==> src/rtl/cpa_pkg.sv <==
// Shared helpers for the pipelined carry-propagate adder: segment geometry
// and the encoding of the add/subtract mode input.
package cpa_pkg;

    // Mode input encoding
    localparam logic MODE_ADD = 1'b0;
    localparam logic MODE_SUB = 1'b1;

    // Integer ceiling division, used to size the ripple segments
    function automatic int ceil_div(input int n, input int d);
        return (n + d - 1) / d;
    endfunction

    // Lowest bit index covered by segment i
    function automatic int seg_lo(input int i, input int seg);
        return i * seg;
    endfunction

    // Highest bit index covered by segment i; trailing segments are clipped
    // to the operand width and may be narrower than seg
    function automatic int seg_hi(input int i, input int seg, input int width);
        int top;
        top = (i + 1) * seg;
        if (top > width) begin
            top = width;
        end
        return top - 1;
    endfunction

endpackage

==> src/rtl/cpa_segment.sv <==
// One ripple segment of the carry-propagate adder. Purely combinational:
// per-bit generate/propagate followed by a serial carry chain. Besides the
// carry out it exposes the carry into its top bit so the segment that holds
// the operand MSB can form the signed-overflow flag.
module cpa_segment #(
    parameter int W = 8
) (
    input  logic [W-1:0] a,
    input  logic [W-1:0] b,
    input  logic         ci,
    output logic [W-1:0] s,
    output logic         co,
    output logic         cmsb
);

    logic [W-1:0] p;
    logic [W-1:0] g;
    logic [W:0]   carry;

    assign p = a ^ b;
    assign g = a & b;

    // Ripple the carry: carry into bit i+1 is g_i | p_i & carry into bit i
    always_comb begin
        carry[0] = ci;
        for (int i = 0; i < W; i++) begin
            carry[i+1] = g[i] | (p[i] & carry[i]);
        end
    end

    assign s    = p ^ carry[W-1:0];
    assign co   = carry[W];
    assign cmsb = carry[W-1];

endmodule

==> src/rtl/pipelined_cpa.sv <==
// Pipelined ripple carry-propagate adder/subtractor with elastic valid/ready
// handshakes. The WIDTH-bit add is cut into STAGES ripple segments; each
// stage adds its own segment using the carry registered by the stage below
// and forwards the finished low sum bits together with the still-unused
// upper operand bits (skewed operands). The last stage register drives the
// outputs directly.
module pipelined_cpa
    import cpa_pkg::*;
#(
    parameter int WIDTH  = 32,
    parameter int STAGES = 4
) (
    input  logic             clk,
    input  logic             rst,
    input  logic             in_valid,
    output logic             in_ready,
    input  logic [WIDTH-1:0] a,
    input  logic [WIDTH-1:0] b,
    input  logic             cin,
    input  logic             sub,
    output logic             out_valid,
    input  logic             out_ready,
    output logic [WIDTH-1:0] sum,
    output logic             cout,
    output logic             ovf
);

    localparam int SEG = ceil_div(WIDTH, STAGES);

    // Handshake state: one valid bit per stage
    logic [STAGES-1:0] vld;
    logic [STAGES-1:0] adv;
    logic [STAGES-1:0] load;
    // space[k]: stage k may take a new item this cycle; space[STAGES] is the consumer
    logic [STAGES:0]   space;

    // Stage registers
    logic [WIDTH-1:0] a_p   [STAGES];
    logic [WIDTH-1:0] b_p   [STAGES];
    logic [WIDTH-1:0] sum_p [STAGES];
    logic             c_p   [STAGES];
    logic             ovf_p [STAGES];

    // Values each stage would capture on a load
    logic [WIDTH-1:0] a_n   [STAGES];
    logic [WIDTH-1:0] b_n   [STAGES];
    logic [WIDTH-1:0] sum_n [STAGES];
    logic             c_n   [STAGES];
    logic             ovf_n [STAGES];

    // Subtraction is a + ~b + 1; the external carry-in is ignored then
    logic [WIDTH-1:0] b_eff;
    logic             c0;

    assign b_eff = (sub == MODE_SUB) ? ~b : b;
    assign c0    = (sub == MODE_SUB) ? 1'b1 : cin;

    // Elastic advance chain, evaluated from the output side down to stage 0
    always_comb begin
        space         = '0;
        adv           = '0;
        load          = '0;
        space[STAGES] = out_ready;
        for (int k = STAGES - 1; k >= 0; k--) begin
            adv[k]   = vld[k] && space[k+1];
            space[k] = !vld[k] || adv[k];
        end
        load[0] = in_valid && space[0];
        for (int k = 1; k < STAGES; k++) begin
            load[k] = adv[k-1];
        end
    end

    assign in_ready = space[0];

    for (genvar k = 0; k < STAGES; k++) begin : g_stage
        localparam int LO = seg_lo(k, SEG);
        localparam int HI = seg_hi(k, SEG, WIDTH);

        logic [WIDTH-1:0] src_a;
        logic [WIDTH-1:0] src_b;
        logic [WIDTH-1:0] src_s;
        logic             src_c;
        logic             src_o;

        if (k == 0) begin : g_src_in
            assign src_a = a;
            assign src_b = b_eff;
            assign src_s = '0;
            assign src_c = c0;
            assign src_o = 1'b0;
        end else begin : g_src_reg
            assign src_a = a_p[k-1];
            assign src_b = b_p[k-1];
            assign src_s = sum_p[k-1];
            assign src_c = c_p[k-1];
            assign src_o = ovf_p[k-1];
        end

        // Upper operand bits travel unchanged to the next stage
        assign a_n[k] = src_a;
        assign b_n[k] = src_b;

        if (LO < WIDTH) begin : g_seg
            logic [HI-LO:0]   seg_s;
            logic             seg_co;
            logic             seg_cm;
            logic [WIDTH-1:0] merged;

            cpa_segment #(
                .W (HI - LO + 1)
            ) u_seg (
                .a    (src_a[HI:LO]),
                .b    (src_b[HI:LO]),
                .ci   (src_c),
                .s    (seg_s),
                .co   (seg_co),
                .cmsb (seg_cm)
            );

            // Drop this segment's sum bits into the forwarded partial sum
            always_comb begin
                merged        = src_s;
                merged[HI:LO] = seg_s;
            end

            assign sum_n[k] = merged;
            assign c_n[k]   = seg_co;
            // Only the segment holding the MSB knows the carry into bit WIDTH-1
            assign ovf_n[k] = (HI == WIDTH - 1) ? (seg_cm ^ seg_co) : src_o;
        end else begin : g_pass
            // Empty segment when STAGES*SEG overshoots WIDTH: just a delay slot
            assign sum_n[k] = src_s;
            assign c_n[k]   = src_c;
            assign ovf_n[k] = src_o;
        end
    end

    // Valid bits: set on load, cleared when the item moves on and nothing replaces it
    always_ff @(posedge clk or posedge rst) begin
        if (rst) begin
            vld <= '0;
        end else begin
            for (int k = 0; k < STAGES; k++) begin
                if (load[k]) begin
                    vld[k] <= 1'b1;
                end else if (adv[k]) begin
                    vld[k] <= 1'b0;
                end
            end
        end
    end

    // Stage data: captured only on a load, held while the stage is stalled
    always_ff @(posedge clk or posedge rst) begin
        if (rst) begin
            for (int k = 0; k < STAGES; k++) begin
                a_p[k]   <= '0;
                b_p[k]   <= '0;
                sum_p[k] <= '0;
                c_p[k]   <= 1'b0;
                ovf_p[k] <= 1'b0;
            end
        end else begin
            for (int k = 0; k < STAGES; k++) begin
                if (load[k]) begin
                    a_p[k]   <= a_n[k];
                    b_p[k]   <= b_n[k];
                    sum_p[k] <= sum_n[k];
                    c_p[k]   <= c_n[k];
                    ovf_p[k] <= ovf_n[k];
                end
            end
        end
    end

    assign out_valid = vld[STAGES-1];
    assign sum       = sum_p[STAGES-1];
    assign cout      = c_p[STAGES-1];
    assign ovf       = ovf_p[STAGES-1];

endmodule

==> config.mk <==
export PLATFORM = sky130hd
export DESIGN_NAME = pipelined_cpa
export DESIGN_NICKNAME = d
export VERILOG_FILES = /design/src/rtl/cpa_pkg.sv /design/src/rtl/cpa_segment.sv /design/src/rtl/pipelined_cpa.sv
export SDC_FILE = /design/constraint.sdc
export NUM_CORES = 1
export LEC_CHECK = 0
export BUFFER_PORTS_ARGS = -buffer_cell sky130_fd_sc_hd__buf_2
export CAP_MARGIN = 15
export CORE_ASPECT_RATIO = 1.5
export CORE_MARGIN = 3
export CORE_UTILIZATION = 30
export CTS_CLUSTER_SIZE = 20
export DETAILED_ROUTE_END_ITERATION = 10
export PLACE_DENSITY = 0.59
export SYNTH_ARGS = -nofsm -noshare
export SYNTH_HDL_FRONTEND = slang
export SYNTH_SLANG_ARGS = --single-unit
==> constraint.sdc <==
create_clock -name clk -period 5.7 [get_ports clk]
set_clock_uncertainty 0.1 [all_clocks]
set_input_delay 0.855 -clock clk [delete_from_list [all_inputs] [get_ports clk]]
set_output_delay 0.855 -clock clk [all_outputs]
set_load 0.01 [all_outputs]
==> out/metrics.yaml, run 1 <==
clockPowerShare_pct: 27.2
cts_buffers: 17
firstDrtPassIters: 4
p_int_mw: 3.173
swShare_pct: 29.61
routed_wl_um: 16500
setup_violations: 0
wl_per_cell_um: 16.81
vias: 4335
grt_max_degree: 186
powerDensity_nw_per_um2: 473.5
rsz0062_at_grt: "no"
antenna_found_initial: 0
syn_nets: 635
p_leak_nw: 4.232
async_flop_share_pct: 100.0
power_switching_mw: 1.335
ioPinCount: 106
reg2regPathDepth: 12
max_slew.worst_pin.slew_ns: 1.047
worstHoldPathType: "reg2reg"
final_hold_viol_count: 0
dp_hpwl_um: 11040
synth-main-ff-cell: "dfrtp_1"
yosys-top-cells-count: "dfrtp_1, mux2_2, inv_1"
cts_tree: "yes"
initial_core_util_pct: 30.90
synth_edf_count: 0
cts_hold_buffers: 0
crit_arrival_ns: 4.91
slew_viol_final: 0
yosys_warnings: 0
p_comb_share_pct: 27.3
core_um2: 26130
clkTransAtPathRegs_ns: 0.07
period_share_pct: 82.17
dieArea_um2: 28950
tns_ns: 0
gr-total-overflow: 0
drive_gt1_share_pct: 45.30
drt_iter0_markers: 195
numPortBuffers: 105
grt_pass1_vias: 4765
reg2reg_from: "g_stage[3].src_c"
synth_top_area_share_pct: 57.36
clock-root-buffer: "clkbuf_16"
yosys.cell_count.top_type: "dfrtp_1"
fmaxAchievable_ghz: 0.2135
worstHoldStart: "g_stage[2].src_b[25]"
netlist_area_um2: 8071
crit_type: "in2reg"
grt_use_total_pct: 12.06
clkLatencyLatePin_ns: 0.43
syn_inst: 533
avgViaCountPerCell: 4.414
die_h_um: 206.9
cp-start-kind: "input port"
grt_pass1_wl_um: 26680
crit_path_max_fanout: 25
drc: 0
cts_buffer_depth: 2
timing.final.crit_period_ns: 4.684
yosysSeqAreaShare_pct: 57.36
ant_nets: 0
ys_seq_elements: 185
p_seq_share_pct: 45.5
outcome: "finished clean"
whs_endpoint: "g_stage[3].src_b[25]"
synth.distinct_cells: 29
insertedDiodeCount: 0
nNetsFinal: 739
cts_setup_buffers: 0
area_growth_pct: 17.92
synth_largest_area_cell: "dfrtp_1"
rr_endpoint: "sum[31]"
whs_path_depth: 1
synth_area_leaders: "dfrtp_1, mux2_2, fa_1, mux2_4, xor2_1"
rrSetupSlack_ns: 1.58
post_cts_resized: 0
endpoint_kind: "flop"
postSynthAreaPerCell_um2: 15.14
gp_congestion: 0.7100
htreeDepth: 4
maxCapViolations: 0
fin_util_pct: 36.43
num_rows: 72
slew_headroom_pct: 30.18
clock_sinks: 185
required_ns: 5.92
die_w_um: 139.9
ir_worst_vdd_mv: 0.1922
## layer usage
layer,GRT usage (%),vias to the layer above,share of wire [%]
met5,0,-,0
met4,4.051,0,1.5
met3,2.558,15,2.9
met2,21.15,74,53
met1,14.84,2247,43
li1,-,1999,-
## state kept, by name, summed over array words and instances, names as in the netlist
signal,count
sum,32
g_stage.src_c,3
g_stage.src_s,48
cout,1
ovf,1
g_stage.src_a,48
g_stage.src_b,48
vld,4
## placed cells by master (no fill, tap or decap), types with 3 or more instances in the layout
| cell | instances |
|---|---|
| a21oi_1 | 8 |
| buf_2 | 105 |
| buf_4 | 5 |
| bufinv_16 | 3 |
| clkbuf_16 | 17 |
| clkinv_4 | 3 |
| dfrtp_1 | 185 |
| fa_1 | 32 |
| inv_1 | 33 |
| inv_6 | 4 |
| mux2_1 | 7 |
| mux2_2 | 127 |
| mux2_4 | 18 |
| mux2i_1 | 3 |
| nand2_1 | 14 |
| nand2b_1 | 3 |
| nand3_1 | 8 |
| o21ai_0 | 14 |
| o22a_1 | 7 |
| o22ai_1 | 3 |
| xnor2_1 | 10 |
| xor2_1 | 23 |
## power groups by stage
stage / sequential, mW / combinational [mW] / clock (mW)
6_report: 2.05 / 1.23 / 1.23
4_1_cts: 2.06 / 1.28 / 1.27
5_1_grt: 2.12 / 1.40 / 1.33
3_5_place_dp: 2.09 / 1.27 / 0
2_1_floorplan: 2.06 / 0.834 / 0
3_3_place_gp: 2.08 / 1.23 / 0
## kinds of logic after synthesis
logic type      count (synthesis)  share of synthesized area [%]
mux                           155                          22.42
simple gates                   33                          2.279
xor+xnor                       33                          3.581
fa+ha+maj                      32                          7.937
buf+inv                        60                          3.813
compound gates                 35                          2.620
flops                         185                          57.36
## stage by stage
stage / cell area (µm²) / hold slack (ns) / total power, mW / worst slack [ns] / cells
final: 9518 / 0.3804 / 4.507 / 1.016 / 982
after global routing: 9518 / 0.4009 / 4.850 / 0.8745 / 982
after CTS: 9518 / 0.3823 / 4.614 / 0.9676 / 982
after detailed placement: 8911 / 0.3744 / 3.359 / 0.4792 / 951
after global placement: 8911 / 0.3709 / 3.310 / 0.5736 / 951
after floorplan: 8075 / 0.3541 / 2.895 / 0.4098 / 533
## critical path, cell delays in order
cell and delay (ns):
buf_2 0.14, buf_4 0.42, xnor2_1 0.17, fa_1 0.42, fa_1 0.44, fa_1 0.43, fa_1 0.43, fa_1 0.43
fa_1 0.39, inv_1 0.09, fa_1 0.41, mux2_2 0.26
## area by class of cell
cell class              instances  area, µm²
clock inverters                12      163.9
clock buffers                  19      442.9
repair buffers                111      583.1
flip-flops and latches        185       4629
multi-input cells             288       3151
well taps                     333      416.7
inverters                      34      131.4
fillers                      2569      16610
## worst max path at each step
stage          from             endpoint  slack [ns]
6_report        sub  g_stage[1].src_s[7]        1.02
5_1_grt         sub  g_stage[1].src_s[7]        0.87
4_1_cts         sub  g_stage[1].src_s[7]        0.97
3_5_place_dp    sub  g_stage[1].src_s[7]        0.48
3_3_place_gp    sub  g_stage[1].src_s[7]        0.57
2_1_floorplan   sub  g_stage[1].src_s[7]        0.41
Note: power is estimated with default switching activity, not from simulation.
==> run 2, diff against run 1 <==
--- a/config.mk
+++ b/config.mk
@@ -5,6 +5,7 @@
 export SDC_FILE = /design/constraint.sdc
 export NUM_CORES = 1
 export LEC_CHECK = 0
+export ABC_AREA = 1
 export BUFFER_PORTS_ARGS = -buffer_cell sky130_fd_sc_hd__buf_2
 export CAP_MARGIN = 15
 export CORE_ASPECT_RATIO = 1.5
==> constraint.sdc (replaced) <==
create_clock -name clk -period 4.1 [get_ports clk]
set_clock_uncertainty 0.1 [all_clocks]
set_input_delay 0.615 -clock clk [delete_from_list [all_inputs] [get_ports clk]]
set_output_delay 0.615 -clock clk [all_outputs]
set_load 0.01 [all_outputs]
==> out/metrics.yaml, run 2 <==
outcome: "finished clean"
syn_inst: 863  # +62%
ys_seq_elements: 185  # unchanged
reg2reg_from: "g_stage[1].src_c"
die_w_um: 140.6  # +0.50%
synth_top_area_share_pct: 56.76  # -0.60 points
routed_wl_um: 16370  # -0.80%
dr_wl_met2_um: 7629  # -12%
dp_hpwl_um: 11620  # +5.3%
rrSetupSlack_ns: 0.21  # -1.37 ns
crit_path_max_fanout: 2  # -92%
power_switching_mw: 2.369  # +77%
final_hold_viol_count: 0  # unchanged
mostFrequentLayoutCell: "nand2_1"
setup_violations: 0  # unchanged
ir_worst_vdd_mv: 0.3181  # +66%
crit_arrival_ns: 4.13  # -0.78 ns
p_seq_share_pct: 44.8  # -0.7 points
slew_viol_final: 0  # unchanged
syn_nets: 965  # +52%
power.total_mw: 6.469  # +44%
drive_gt1_share_pct: 17.03  # -28 points
synth_area_leaders: "dfrtp_1, nand2_1, fa_1, nand3_1, xor2_1"
fillers: 2787  # +8.5%
dp_cells: 1262  # +33%
clkLatencyLatePin_ns: 0.44  # about the same
wl_per_cell_um: 12.65  # -25%
synth_edf_count: 0  # unchanged
max_slew.worst_pin.slew_ns: 1.049  # +0.001878 ns
insertedDiodeCount: 0  # unchanged
async_flop_share_pct: 100.0  # unchanged
htreeDepth: 4  # unchanged
rr_endpoint: "g_stage[2].src_s[15]"
fin_area_um2: 9544  # +0.28%
wl_met1_um: 8109  # +14%
dieArea_um2: 29240  # +1.0%
maxCapViolations: 0  # unchanged
dp_slack_ns: -0.2379  # -0.7172 ns
worstHoldPathType: "in2async"
firstDrtPassIters: 7  # +3
grt_pass1_wl_um: 28010  # +5.0%
cts_tree: "yes"
wl_met3_um: 408  # -15%
clock-root-buffer: "clkbuf_16"
antenna_found_initial: 0  # unchanged
top_layer_used: "met4"
num_rows: 73  # +1.4%
synth.distinct_cells: 20  # -31%
reg2regPathDepth: 12  # unchanged
core_um2: 26670  # +2.1%
die_h_um: 207.9  # +0.51%
ioPinCount: 106  # unchanged
nNetsFinal: 1046  # +42%
cts_buffers: 17  # unchanged
netlist_area_um2: 8157  # +1.1%
avgViaCountPerCell: 4.264  # -3.4%
rsz0062_at_grt: "no"
clkTransAtPathRegs_ns: 0.07  # about the same
clock_sinks: 185  # unchanged
endpoint_kind: "flop"
swShare_pct: 36.62  # +7.0 points
gp_congestion: 0.7323  # +3.1%
clockPowerShare_pct: 23.9  # -3.3 points
placed_area_um2: 8985  # +0.83%
timing.final.crit_period_ns: 3.890
yosys_warnings: 0  # unchanged
period_share_pct: 94.88
initial_core_util_pct: 30.58  # -0.31 points
fmaxAchievable_ghz: 0.2571
grt_use_total_pct: 11.66  # -0.40 points
synth_largest_area_cell: "dfrtp_1"
grt_max_degree: 96  # -48%
crit_type: "reg2reg"
final_cell_count_no_fill: 1294  # +32%
cts_hold_buffers: 0  # unchanged
synth-main-ff-cell: "dfrtp_1"
ant_nets: 0  # unchanged
yosys.cell_count.top_type: "nand2_1"
numPortBuffers: 105  # unchanged
p_comb_share_pct: 31.3  # +4.0 points
yosysSeqAreaShare_pct: 56.76  # -0.60 points
slew_headroom_pct: 29.81  # -0.37 points
yosys-top-cells-count: "nand2_1, dfrtp_1, nand3_1"
powerDensity_nw_per_um2: 677.8  # +43%
cp-start-kind: "flop"
p_leak_nw: 4.994  # +18%
vias: 5517  # +27%
drt_iter0_markers: 308  # +58%
grt_pass1_vias: 5493  # +15%
holdWs_ns: 0.2203  # -0.1601 ns
final_cell_mix: "nand2_1, dfrtp_1, nand3_1"
area_growth_pct: 17.01
required_ns: 4.34  # -1.58 ns
layout_setup_ws_ns: 0.2098  # -0.8063 ns
drc: 0  # unchanged
p_int_mw: 4.100  # +29%
gr-total-overflow: 0  # unchanged
postSynthAreaPerCell_um2: 9.451  # -38%
cts_buffer_depth: 2  # unchanged
run 2: cell count changes after synthesis, sizes merged, moves of 7 or more:
cell | previous run | this run
nand2 | 15 | 293
mux2 | 152 | 0
nand3 | 8 | 116
inv | 34 | 62
nor2 | 3 | 29
buf | 23 | 42
o21ai | 14 | 33
a21oi | 9 | 26
clkbuf | 3 | 11
o22a | 7 | 0
run 2: through the flow:
step	utilization (%)	TNS, ns
floorplan	-	-0.2827
CTS	35.78	0
finish	35.79	0
global route	35.79	0
global placement	33.69	-0.2381
detailed placement	33.69	-0.2379
run 2: routing by layer:
layer / up-vias / GRT usage (%)
met5: - / 0
met4: 0 / 4.012
met3: 16 / 2.276
met2: 87 / 18.29
met1: 2556 / 16.21
li1: 2858 / -
run 2: worst max-delay path: stages (launching register included):
cell and delay, ns:
dfrtp_1 0.38, inv_1 0.08, fa_1 0.19, inv_1 0.06, fa_1 0.38, fa_1 0.39, fa_1 0.39, fa_1 0.39
fa_1 0.40, fa_1 0.38, inv_1 0.08, fa_1 0.40, o21ai_0 0.16
run 2: worst max path at each step:
| stage | startpoint | end | slack [ns] |
|---|---|---|---|
| 2_1_floorplan | sub | g_stage[1].src_s[7] | -0.28 |
| 3_3_place_gp | sub | g_stage[1].src_s[7] | -0.24 |
| 3_5_place_dp | sub | g_stage[1].src_s[7] | -0.24 |
| 4_1_cts | g_stage[3].src_b[24] | sum[31] | 0.15 |
| 5_1_grt | g_stage[1].src_c | g_stage[2].src_s[15] | 0.05 |
| 6_report | g_stage[1].src_c | g_stage[2].src_s[15] | 0.21 |
run 2: cell type report:
class,count,area [µm²],share of cell area (%)
Inverter,62,236.5,2.478
Timing Repair Buffer,115,625.6,6.555
Tap cell,337,421.7,4.418
Clock buffer,18,429.2,4.497
Clock inverter,14,127.6,1.337
Multi-Input combinational cell,563,3074,32.21
Sequential cell,185,4629,48.51
run 2: cells by family after synthesis:
logic type | Yosys count | share of synthesized area [%]
adder cells (fa/ha/maj) | 32 | 7.854
XOR/XNOR | 33 | 3.544
flip-flops | 185 | 56.76
AO/OA/AOI/OAI | 59 | 3.620
buffers and inverters | 115 | 5.921
AND/OR/NAND/NOR | 439 | 22.30
run 2: timing repair:
item                                    4_1_cts  5_1_grt
setup buffers                                 0        0
endpoints found under the setup margin        0        1
resized for setup                             0        1
run 2: power groups by stage:
stage               clock, mW  combinational, mW  sequential (mW)
floorplan                   0               1.42             2.93
global placement            0               2.03             2.92
detailed placement          0               2.08             2.94
CTS                      1.59               2.08             2.91
global route             1.68               2.38             3.00
finish                   1.55               2.02             2.90
